## config.mk

```make
export PLATFORM = sky130hd
export DESIGN_NAME = rv_fetch_align_buf
export DESIGN_NICKNAME = d
export VERILOG_FILES = /design/src/rtl/fetch_pkg.sv /design/src/rtl/rv_hw_fifo.sv /design/src/rtl/rv_fetch_align_buf.sv
export SDC_FILE = /design/constraint.sdc
export NUM_CORES = 1
export LEC_CHECK = 0
export CELL_PAD_IN_SITES_DETAIL_PLACEMENT = 1
export CELL_PAD_IN_SITES_GLOBAL_PLACEMENT = 1
export CORE_MARGIN = 4
export CORE_UTILIZATION = 41
export DETAILED_ROUTE_END_ITERATION = 10
export PLACE_DENSITY = 0.78
export SYNTH_ARGS = -nofsm -noshare
export SYNTH_HDL_FRONTEND = slang
export SYNTH_HIERARCHICAL = 1
export SYNTH_SLANG_ARGS = --single-unit
export TNS_END_PERCENT = 100
```

## constraint.sdc

```tcl
create_clock -name clk_i -period 4 [get_ports clk_i]
set_input_delay 0.4 -clock clk_i [delete_from_list [all_inputs] [get_ports clk_i]]
set_output_delay 0.4 -clock clk_i [all_outputs]
set_load 0.03 [all_outputs]
```

## src/rtl/fetch_pkg.sv

```systemverilog
// Shared types and helpers for the instruction prefetch/alignment path.
// Latency: n/a (types, constants and a pure function only).
// Backpressure: n/a.
package fetch_pkg;

    localparam int         HW_W   = 16;
    localparam logic [1:0] OPC_32 = 2'b11;

    typedef enum logic [1:0] {
        FETCH = 2'd0,
        WAIT  = 2'd1,
        DROP  = 2'd2
    } fetch_state_t;

    // RVC encodings use every low opcode pair except 2'b11.
    function automatic logic is_compressed(input logic [HW_W-1:0] hw);
        return hw[1:0] != OPC_32;
    endfunction

endpackage

```

## src/rtl/rv_hw_fifo.sv

```systemverilog
// Halfword circular queue: up to two pushes and two pops per cycle, synchronous clear.
// Latency: a push is visible at h0/h1 the cycle after it is written.
// Backpressure: none internally; the writer must check count before pushing.
module rv_hw_fifo
    import fetch_pkg::*;
#(
    parameter  int DEPTH_HW = 8,
    localparam int PW       = $clog2(DEPTH_HW),
    localparam int CW       = PW + 1
) (
    input  logic            clk_i,
    input  logic            rst,
    input  logic            clear,
    input  logic [1:0]      push_n,
    input  logic [HW_W-1:0] push_d0,
    input  logic [HW_W-1:0] push_d1,
    input  logic [1:0]      pop_n,
    output logic [HW_W-1:0] h0,
    output logic [HW_W-1:0] h1,
    output logic [CW-1:0]   count
);

    logic [HW_W-1:0] mem [DEPTH_HW];
    logic [PW-1:0]   rd_ptr;
    logic [PW-1:0]   wr_ptr;

    // Pointers are PW bits wide, so the +1 wraps modulo DEPTH_HW for free.
    assign h0 = mem[rd_ptr];
    assign h1 = mem[rd_ptr + PW'(1)];

    // Storage: d0 lands at the write pointer, d1 in the slot after it.
    always_ff @(posedge clk_i) begin
        if (push_n != 2'd0) begin
            mem[wr_ptr] <= push_d0;
        end
        if (push_n == 2'd2) begin
            mem[wr_ptr + PW'(1)] <= push_d1;
        end
    end

    // Pointer and occupancy bookkeeping; clear empties the queue in one cycle.
    always_ff @(posedge clk_i) begin
        if (!rst || clear) begin
            rd_ptr <= '0;
            wr_ptr <= '0;
            count  <= '0;
        end else begin
            wr_ptr <= wr_ptr + PW'(push_n);
            rd_ptr <= rd_ptr + PW'(pop_n);
            count  <= count + CW'(push_n) - CW'(pop_n);
        end
    end

endmodule

```

## src/rtl/rv_fetch_align_buf.sv

```systemverilog
// RV32IC fetch prefetch/align buffer: word fetches in, aligned 16/32-bit instructions out.
// Latency: gnt at N, rvalid at N+1 -> instr_valid_o at N+2 (empty queue, aligned PC).
// Backpressure: decode stalls via instr_ready_i; fetch requests only when 2 halfwords are free.
// Optional FETCH_STAT_EN adds stall_cnt_o, a saturating count of cycles without a valid instruction.
module rv_fetch_align_buf
    import fetch_pkg::*;
#(
    parameter int              XLEN     = 32,
    parameter int              DEPTH_HW = 8,
    parameter logic [XLEN-1:0] RESET_PC = XLEN'(32'h0000_0000)
) (
    input  logic            clk_i,
    input  logic            rst,
    input  logic            flush_i,
    input  logic [XLEN-1:0] flush_pc_i,
    output logic            mem_req_o,
    output logic [XLEN-1:0] mem_addr_o,
    input  logic            mem_gnt_i,
    input  logic            mem_rvalid_i,
    input  logic [31:0]     mem_rdata_i,
    output logic            instr_valid_o,
    input  logic            instr_ready_i,
    output logic [31:0]     instr_o,
    output logic [XLEN-1:0] instr_pc_o,
    output logic            instr_compressed_o
`ifdef FETCH_STAT_EN
    ,
    output logic [31:0]     stall_cnt_o
`endif
);

    localparam int CW = $clog2(DEPTH_HW) + 1;

    fetch_state_t    state;
    fetch_state_t    state_nxt;
    logic [XLEN-1:0] fetch_pc;
    logic [XLEN-1:0] head_pc;
    logic [XLEN-1:0] flush_hpc;
    logic            skip_lo;
    logic            armed;
    logic [CW-1:0]   count;
    logic [HW_W-1:0] h0;
    logic [HW_W-1:0] h1;
    logic [1:0]      push_n;
    logic [1:0]      pop_n;
    logic [HW_W-1:0] push_d0;
    logic            has_room;
    logic            req;
    logic            take_gnt;
    logic            take_data;
    logic            h0_c;
    logic            valid;
    logic            pop;
    logic            unused_bits;

    assign flush_hpc   = {flush_pc_i[XLEN-1:1], 1'b0};
    assign unused_bits = ^{flush_pc_i[0], fetch_pc[1:0]};

    // A word needs two free halfword slots; nothing else pushes while it is in flight.
    assign has_room  = ((CW+1)'(count) + (CW+1)'(2)) <= (CW+1)'(DEPTH_HW);
    // armed keeps the request low for the first cycle out of reset.
    assign req       = rst && armed && (state == FETCH) && has_room;
    assign take_gnt  = req && mem_gnt_i;
    assign take_data = rst && !flush_i && (state == WAIT) && mem_rvalid_i;

    assign h0_c  = is_compressed(h0);
    assign valid = rst && (((count != '0) && h0_c) || (count >= CW'(2)));
    assign pop   = valid && instr_ready_i && !flush_i;

    // After a redirect to an odd halfword, the low half of the first word is skipped.
    assign push_n  = take_data ? (skip_lo ? 2'd1 : 2'd2) : 2'd0;
    assign push_d0 = skip_lo ? mem_rdata_i[31:16] : mem_rdata_i[15:0];
    assign pop_n   = pop ? (h0_c ? 2'd1 : 2'd2) : 2'd0;

    rv_hw_fifo #(
        .DEPTH_HW (DEPTH_HW)
    ) u_fifo (
        .clk_i   (clk_i),
        .rst     (rst),
        .clear   (flush_i),
        .push_n  (push_n),
        .push_d0 (push_d0),
        .push_d1 (mem_rdata_i[31:16]),
        .pop_n   (pop_n),
        .h0      (h0),
        .h1      (h1),
        .count   (count)
    );

    // Fetch FSM state register.
    always_ff @(posedge clk_i) begin
        if (!rst) begin
            state <= FETCH;
        end else begin
            state <= state_nxt;
        end
    end

    // Next state: a redirect turns any response still owed into one to be dropped.
    always_comb begin
        state_nxt = state;
        case (state)
            FETCH: begin
                if (take_gnt) begin
                    state_nxt = flush_i ? DROP : WAIT;
                end
            end
            WAIT: begin
                if (mem_rvalid_i) begin
                    state_nxt = FETCH;
                end else if (flush_i) begin
                    state_nxt = DROP;
                end
            end
            DROP: begin
                if (mem_rvalid_i) begin
                    state_nxt = FETCH;
                end
            end
            default: state_nxt = FETCH;
        endcase
    end

    // PC tracking: fetch address, head-of-queue PC and the skip-low-half flag.
    always_ff @(posedge clk_i) begin
        if (!rst) begin
            fetch_pc <= RESET_PC;
            head_pc  <= RESET_PC;
            skip_lo  <= 1'b0;
            armed    <= 1'b0;
        end else begin
            armed <= 1'b1;
            if (flush_i) begin
                fetch_pc <= flush_hpc;
                head_pc  <= flush_hpc;
                skip_lo  <= flush_pc_i[1];
            end else begin
                if (take_gnt) begin
                    fetch_pc <= {fetch_pc[XLEN-1:2] + (XLEN-2)'(1), 2'b00};
                end
                if (take_data) begin
                    skip_lo <= 1'b0;
                end
                if (pop) begin
                    head_pc <= head_pc + (h0_c ? XLEN'(2) : XLEN'(4));
                end
            end
        end
    end

    assign mem_req_o          = req;
    assign mem_addr_o         = {fetch_pc[XLEN-1:2], 2'b00};
    assign instr_valid_o      = valid;
    assign instr_o            = !valid ? 32'h0 : (h0_c ? {16'h0, h0} : {h1, h0});
    assign instr_compressed_o = valid && h0_c;
    assign instr_pc_o         = rst ? head_pc : RESET_PC;

`ifdef FETCH_STAT_EN
    logic [31:0] stall_cnt;

    // Saturating count of cycles out of reset with nothing to offer decode; flush leaves it alone.
    always_ff @(posedge clk_i) begin
        if (!rst) begin
            stall_cnt <= '0;
        end else if (!valid && (stall_cnt != 32'hFFFF_FFFF)) begin
            stall_cnt <= stall_cnt + 32'd1;
        end
    end

    assign stall_cnt_o = stall_cnt;
`endif

endmodule
```

==> metrics.txt, run 1 <==
Adder-Cell Fraction of Synth Area=under 10%; Layout fillers=3003; r2r setup slk=0.35 ns; final critical path time including I/O delays and setup=3.89 ns; via-per-instance ratio=5.82; synthesized area=around 12000 um^2; CTS tree=yes; Peak VDD IR=0.299 mV; largest net degree at the start of global routing=94; Final Non-Filler Cells=1537; first-pass GRT wire length=around 58 mm; layout cells sized above 1=30.2%; top cell type's share of synthesized area=between 30% and 40%; CP Capture Type=primary output; initial antenna violation count=0; port bufs=164; WP data required=3.60 ns; drc violations=0; crit-path most repeated cell=and3_1; sequential-to-total area share from yosys stat=43.7%; via count=8942; Critical Path Sink=instr_o[31]; CP Launch Type=flop; setup total negative slack=0 ns; vias in the first global route=9656; worst-path fanout max=43; WL/cell=24.3 um; status=finished clean; Synth Area in Simple Gates=12.5%; synthesis-to-layout area growth=23.4%; largest family of logic cells by synthesized area=multiplexers; Initial Utilization=between 40% and 50%; Worst Hold Class=input pin to flop; Buf+Inv Stages, Crit Path=3; Setup Buffers After CTS=0; final core utilization=51.8%; Reg-to-Reg End=u_fifo/count[3]; top cells by area, synth=edfxtp_1, mux2_2, dfxtp_1; Final period util=a little over nine tenths; reg2reg start=u_fifo/rd_ptr[0]; crit-path cells=mux4_2, mux2_2, and3_1, o21a_1, clkinv_1, clkbuf_8, and3_1, clkdlybuf4s50_1; DR pass1 iterations=5; Root Driver=clkbuf_16; Mapped Cells=974; cell family with most CP delay=buffers and inverters; critical path arrival=3.49 ns; clock-pin slew on the worst setup and hold paths=~0.060 ns; max-cap viol count=0; Leak=just over 5 nW; I/O pins=between 150 and 200; ys async rst share=0%; mux cell area share after synthesis=28.3%; Total GRT Usage=22.3%; Synth warnings=6; compound-cell area share of the yosys netlist=between 5 and 6%; Worst path slowest cell=clkdlybuf4s50_1; Crit path largest cell delay=0.71 ns; Rel. slew slack=30.1%; NumNets Final=1225; CTS buffer count=25; Placeable Area=slightly below 30000 um^2; Overflow after GRT=0; DRT iter0 DRCs=560; Detail Placement HPWL=25.5 mm; clock buffer depth=3; final setup violation count=0; placed cell count=roughly 1500; # rows=between 60 and 70; Cell variety after synth=61; FF-to-FF path depth=14; dominant cell type by area after synthesis=edfxtp_1; ys flop type=edfxtp_1; Synth Area per Inst=12.5 um^2; Post-synth EDFFs=approximately 130; Antenna Nets Post-Route=0; Setup Crit Path Kind=flop to primary output; H-tree depth=1; Crit. Startpoint=u_fifo/rd_ptr[0]; Pwr per Cell Area=330 nW/um^2; diode count=0; Die Wd=181 um; pins over their slew limit=0; FMAX=257 MHz; FF+latch count, synth=203; clock latency at the later pin of the worst-skew pair=0.53 ns; # hold bufs at CTS=0; clk sinks=a little over 200; Synth Area in XOR/XNOR=4.61%; Clock Skews=0.0102 ns; drt total wl=37.4 mm; worst slew pin tran=1.04 ns; Stages on worst setup path=8; RSZ-0062 raised after global routing=false; Fin. Hold Viols=0; chip height=between 150 and 200 um; gpl congestion=between 0.7 and 0.8; Tot Pwr=4.98 mW; die area=32600 um^2
state kept, by name, summed over array words and instances, names as in the netlist:
register,flops
skip_lo,1
fetch_pc,30
armed,1
u_fifo/count,4
state,2
u_fifo/rd_ptr,3
u_fifo/wr_ptr,3
u_fifo/mem,128
head_pc,31
worst min path at each step:
stage                 from           to  slack (ns)  cells after the start
6_report               rst        armed        0.09                      1
3_5_place_dp   head_pc[31]  head_pc[31]        0.50                      2
2_1_floorplan          rst        armed        0.43                      0
3_3_place_gp   head_pc[31]  head_pc[31]        0.48                      2
5_1_grt                rst        armed        0.08                      1
4_1_cts                rst        armed        0.07                      1
layer usage:
metal	routed length (um)	track usage [%]	up-vias
met5	0	0	-
met4	565	3.93	0
met3	2120	3.63	47
met2	19000	39.6	280
met1	15800	29.2	4542
li1	-	-	4073
power breakdown:
part           switching [mW]  total (mW)  internal (mW)
registers              0.0554        2.33           2.28
clock network           0.875        2.10           1.22
logic                   0.281       0.542          0.261
total                    1.21        4.98           3.76
synth_stat cells, drive strengths merged (2+ instances only):
cell      n
nor3     17
nor4     12
mux4     64
and2     60
or3b      3
o31ai     2
inv      20
or3       4
edfxtp  128
nor4b     3
nand3b    2
and3     25
clkbuf   38
o21bai    3
and3b     2
xor2     33
nand2    23
nand4    29
dfxtp    75
a31oi     5
or4       2
a21o      2
nor3b     2
mux2    176
o21ai    43
ha       13
buf      30
and4      9
nor2     13
nor2b     3
fa        5
mux2i     3
xnor2    27
a21oi    57
nand3    24
or2       2
nand2b    4
per-stage QoR:
step	area (um^2)	hold slack, ns	setup slack (ns)
global placement	14300	0.485	0.456
floorplan	12200	0.428	0.0101
CTS	15100	0.0744	0.0723
global route	15100	0.0787	0.00346
detailed placement	14300	0.505	0.404
finish	15100	0.0871	0.112
area by class of cell:
class / instances / area [um^2] / share of cell area (%)
timing repair buffer: 202 / 1960 / 13.0
multi-input combinational: 684 / 6470 / 42.9
clock buffer: 34 / 669 / 4.44
sequential: 203 / 5350 / 35.5
clock inverter: 9 / 68.8 / 0.456
tap: 384 / 480 / 3.19
inverter: 21 / 78.8 / 0.523
cell families after synthesis:
logic type | after synthesis
compound gates | 118
mux | 243
fa+ha+maj | 18
flops | 203
other cells | 1
xor+xnor | 60
simple gates | 242
buf+inv | 89
cell usage in the layout (no fill, tap or decap), types with 23 or more instances in the layout:
cell type	n
a21oi_1	57
and3_1	25
clkbuf_16	25
dfxtp_1	74
o21ai_0	39
nand4_1	29
mux4_2	64
edfxtp_1	128
nand2_1	23
clkdlybuf4s50_1	147
xnor2_1	26
mux2_2	176
xor2_1	31
and2_1	60
buf_4	47
what timing repair did:
item / CTS / global route
cloned: 0 / 0
endpoints found under the setup margin: 6 / 2
endpoints found under the hold margin: 0 / 0
resized for setup: 2 / 2
pin swaps: 0 / 0
Note: power is estimated with default switching activity, not from simulation.
==> inputs of run 2 (changes only) <==
Settings changed: SETUP_SLACK_MARGIN from default to 0.15.
==> run 2 against run 1 <==
Compared with the run above:
- setup slack gained 0.21 ns
- sequential share of layout area shrank 0.16 points
- cell area grew 0.46%
- register-to-register slack gained 0.04 ns
- combinational power is essentially flat
- utilization grew 0.24 points
- power grew 0.90%
==> metrics.txt, run 2 (same netlist as run 1, synthesis figures left out) <==
H-tree depth=1; Clock Skews=0.0241 ns; worst slew pin tran=approximately 1.0 ns; layout cells sized above 1=31.3%; Setup Buffers After CTS=0; Finished Cell Area=15100 um^2; gpl congestion=0.816; die area=between 30000 and 40000 um^2; max-cap viol count=0; max FFs per register=roughly 130; Peak VDD IR=0.310 mV; CTS tree=yes; clk sinks=203; Initial Utilization=42.0%; diode count=0; RSZ-0062 raised after global routing=false; DRT iter0 DRCs=roughly 630; placed cell areas=about 14000 um^2; NumNets Final=1231; Placeable Area=a little under 30000 um^2; Detail Placement HPWL=26.4 mm; Setup Crit Path Kind=flop to primary output; WP data required=~3.6 ns; crit-path cells=mux4_2, mux2_2, and3_1, o21a_1, buf_4, nor2_1, clkdlybuf4s50_1; status=finished clean; commonest cells after routing, fill and taps aside=mux2_2, clkdlybuf4s50_1, edfxtp_1; commonest non-fill, non-tap cell in the layout=mux2_2; largest net degree at the start of global routing=94; final critical path time including I/O delays and setup=~3.7 ns; via count=9113; Worst path slowest cell=clkdlybuf4s50_1; I/O pins=169; critical path arrival=3.28 ns; Pwr per Cell Area=331 nW/um^2; Biggest register=u_fifo/mem; Crit. Startpoint=u_fifo/rd_ptr[0]; chip height=181 um; FMAX=272 MHz; Final period util=91.9%; vias in the first global route=9726; # hold bufs at CTS=0; Antenna Nets Post-Route=0; Leak=5.34 nW; cell family with most CP delay=buffers and inverters; Die Wd=181 um; reg2reg start=u_fifo/rd_ptr[0]; CP Capture Type=primary output; biggest regs=u_fifo/mem x128, head_pc x31, fetch_pc x30; synthesis-to-layout area growth=24.0%; worst-path fanout max=19; # rows=62; Root Driver=clkbuf_16; WL/cell=24.9 um; clock latency at the later pin of the worst-skew pair=0.52 ns; final setup violation count=0; Worst Hold Class=input pin to flop; CP Launch Type=flop; Crit path largest cell delay=0.71 ns; Rel. slew slack=32.2%; via-per-instance ratio=5.90; clock buffer depth=3; Overflow after GRT=0; pins over their slew limit=0; clock-pin slew on the worst setup and hold paths=0.06 ns; setup total negative slack=0 ns; hold wc startpoint=rst; drt total wl=38.5 mm; first-pass GRT wire length=59.1 mm; initial antenna violation count=2; CTS buffer count=24; Buf+Inv Stages, Crit Path=2; drc violations=0; DR pass1 iterations=7; Total GRT Usage=23.0%; Fin. Hold Viols=0; port bufs=164
[run 2: cell types whose count changed in the layout (fill, tap and decap cells not counted), sizes merged]
cell	before	now
buf	54	64
bufinv	1	2
clkbuf	35	29
clkdlybuf4s50	147	131
clkinv	7	12
clkinvlp	1	2
dlymetal6s2s	0	14
inv	21	20
[run 2: routing by layer]
layer  GRT usage, %  up-vias  share of wire, %
met2           39.1      330                50
met5              0        -             0.044
li1               -     4078                 -
met3           3.45       62               5.8
met1           30.6     4641                42
met4           6.50        2               2.6
[run 2: per-stage QoR]
| stage | utilization (%) | power [mW] | hold slack, ns | instances | worst slack [ns] |
|---|---|---|---|---|---|
| after floorplan | - | 2.68 | 0.428 | 976 | 0.218 |
| after global placement | 49.3 | 2.90 | 0.481 | 1501 | 0.481 |
| after detailed placement | 49.3 | 2.91 | 0.512 | 1501 | 0.415 |
| after CTS | 52.0 | 5.06 | 0.229 | 1545 | 0.153 |
| after global routing | 52.1 | 5.19 | 0.270 | 1545 | 0.198 |
| final | 52.1 | 5.02 | 0.246 | 1545 | 0.323 |
[run 2: cell type report]
class | count | area (um^2)
fillers | 2995 | 13900
multi-input cells | 684 | 6480
repair buffers | 209 | 2000
flip-flops and latches | 203 | 5350
well taps | 384 | 480
inverters | 21 | 78.8
clock buffers | 29 | 641
clock inverters | 15 | 123
[run 2: power by group]
group | internal (mW) | leakage, nW | switching (mW)
combinational | 0.261 | 3.20 | 0.279
sequential | 2.28 | 1.77 | 0.0564
clock | 1.26 | 0.370 | 0.880
[run 2: worst register-to-register path, cell delays in order (launching register included)]
cell,delay [ns]
dfxtp_4,0.44
mux4_2,0.53
mux2_2,0.30
and3_1,0.15
o21a_1,0.21
clkinv_1,0.08
nand2_1,0.11
nor3_2,0.26
fa_1,0.52
inv_1,0.08
ha_1,0.22
a21o_1,0.17
a2111o_1,0.39
o21ai_0,0.07
[run 2: worst paths after layout]
kind	cells after the start	slack, ns	endpoint
min	1	0.25	armed
min reg2reg	2	0.53	head_pc[31]
max	7	0.32	instr_compressed_o
max reg2reg	13	0.39	u_fifo/count[3]
[run 2: repair_timing]
action,in CTS,in global routing
gates resized for setup,2,14
pin swaps,0,0
setup endpoints to repair,15,14
==> inputs of run 3 (changes only) <==
Settings changed: HOLD_SLACK_MARGIN from default to 0.1.
==> results of run 3 <==
Final layout, timing and power as in run 2 (identical DEF).
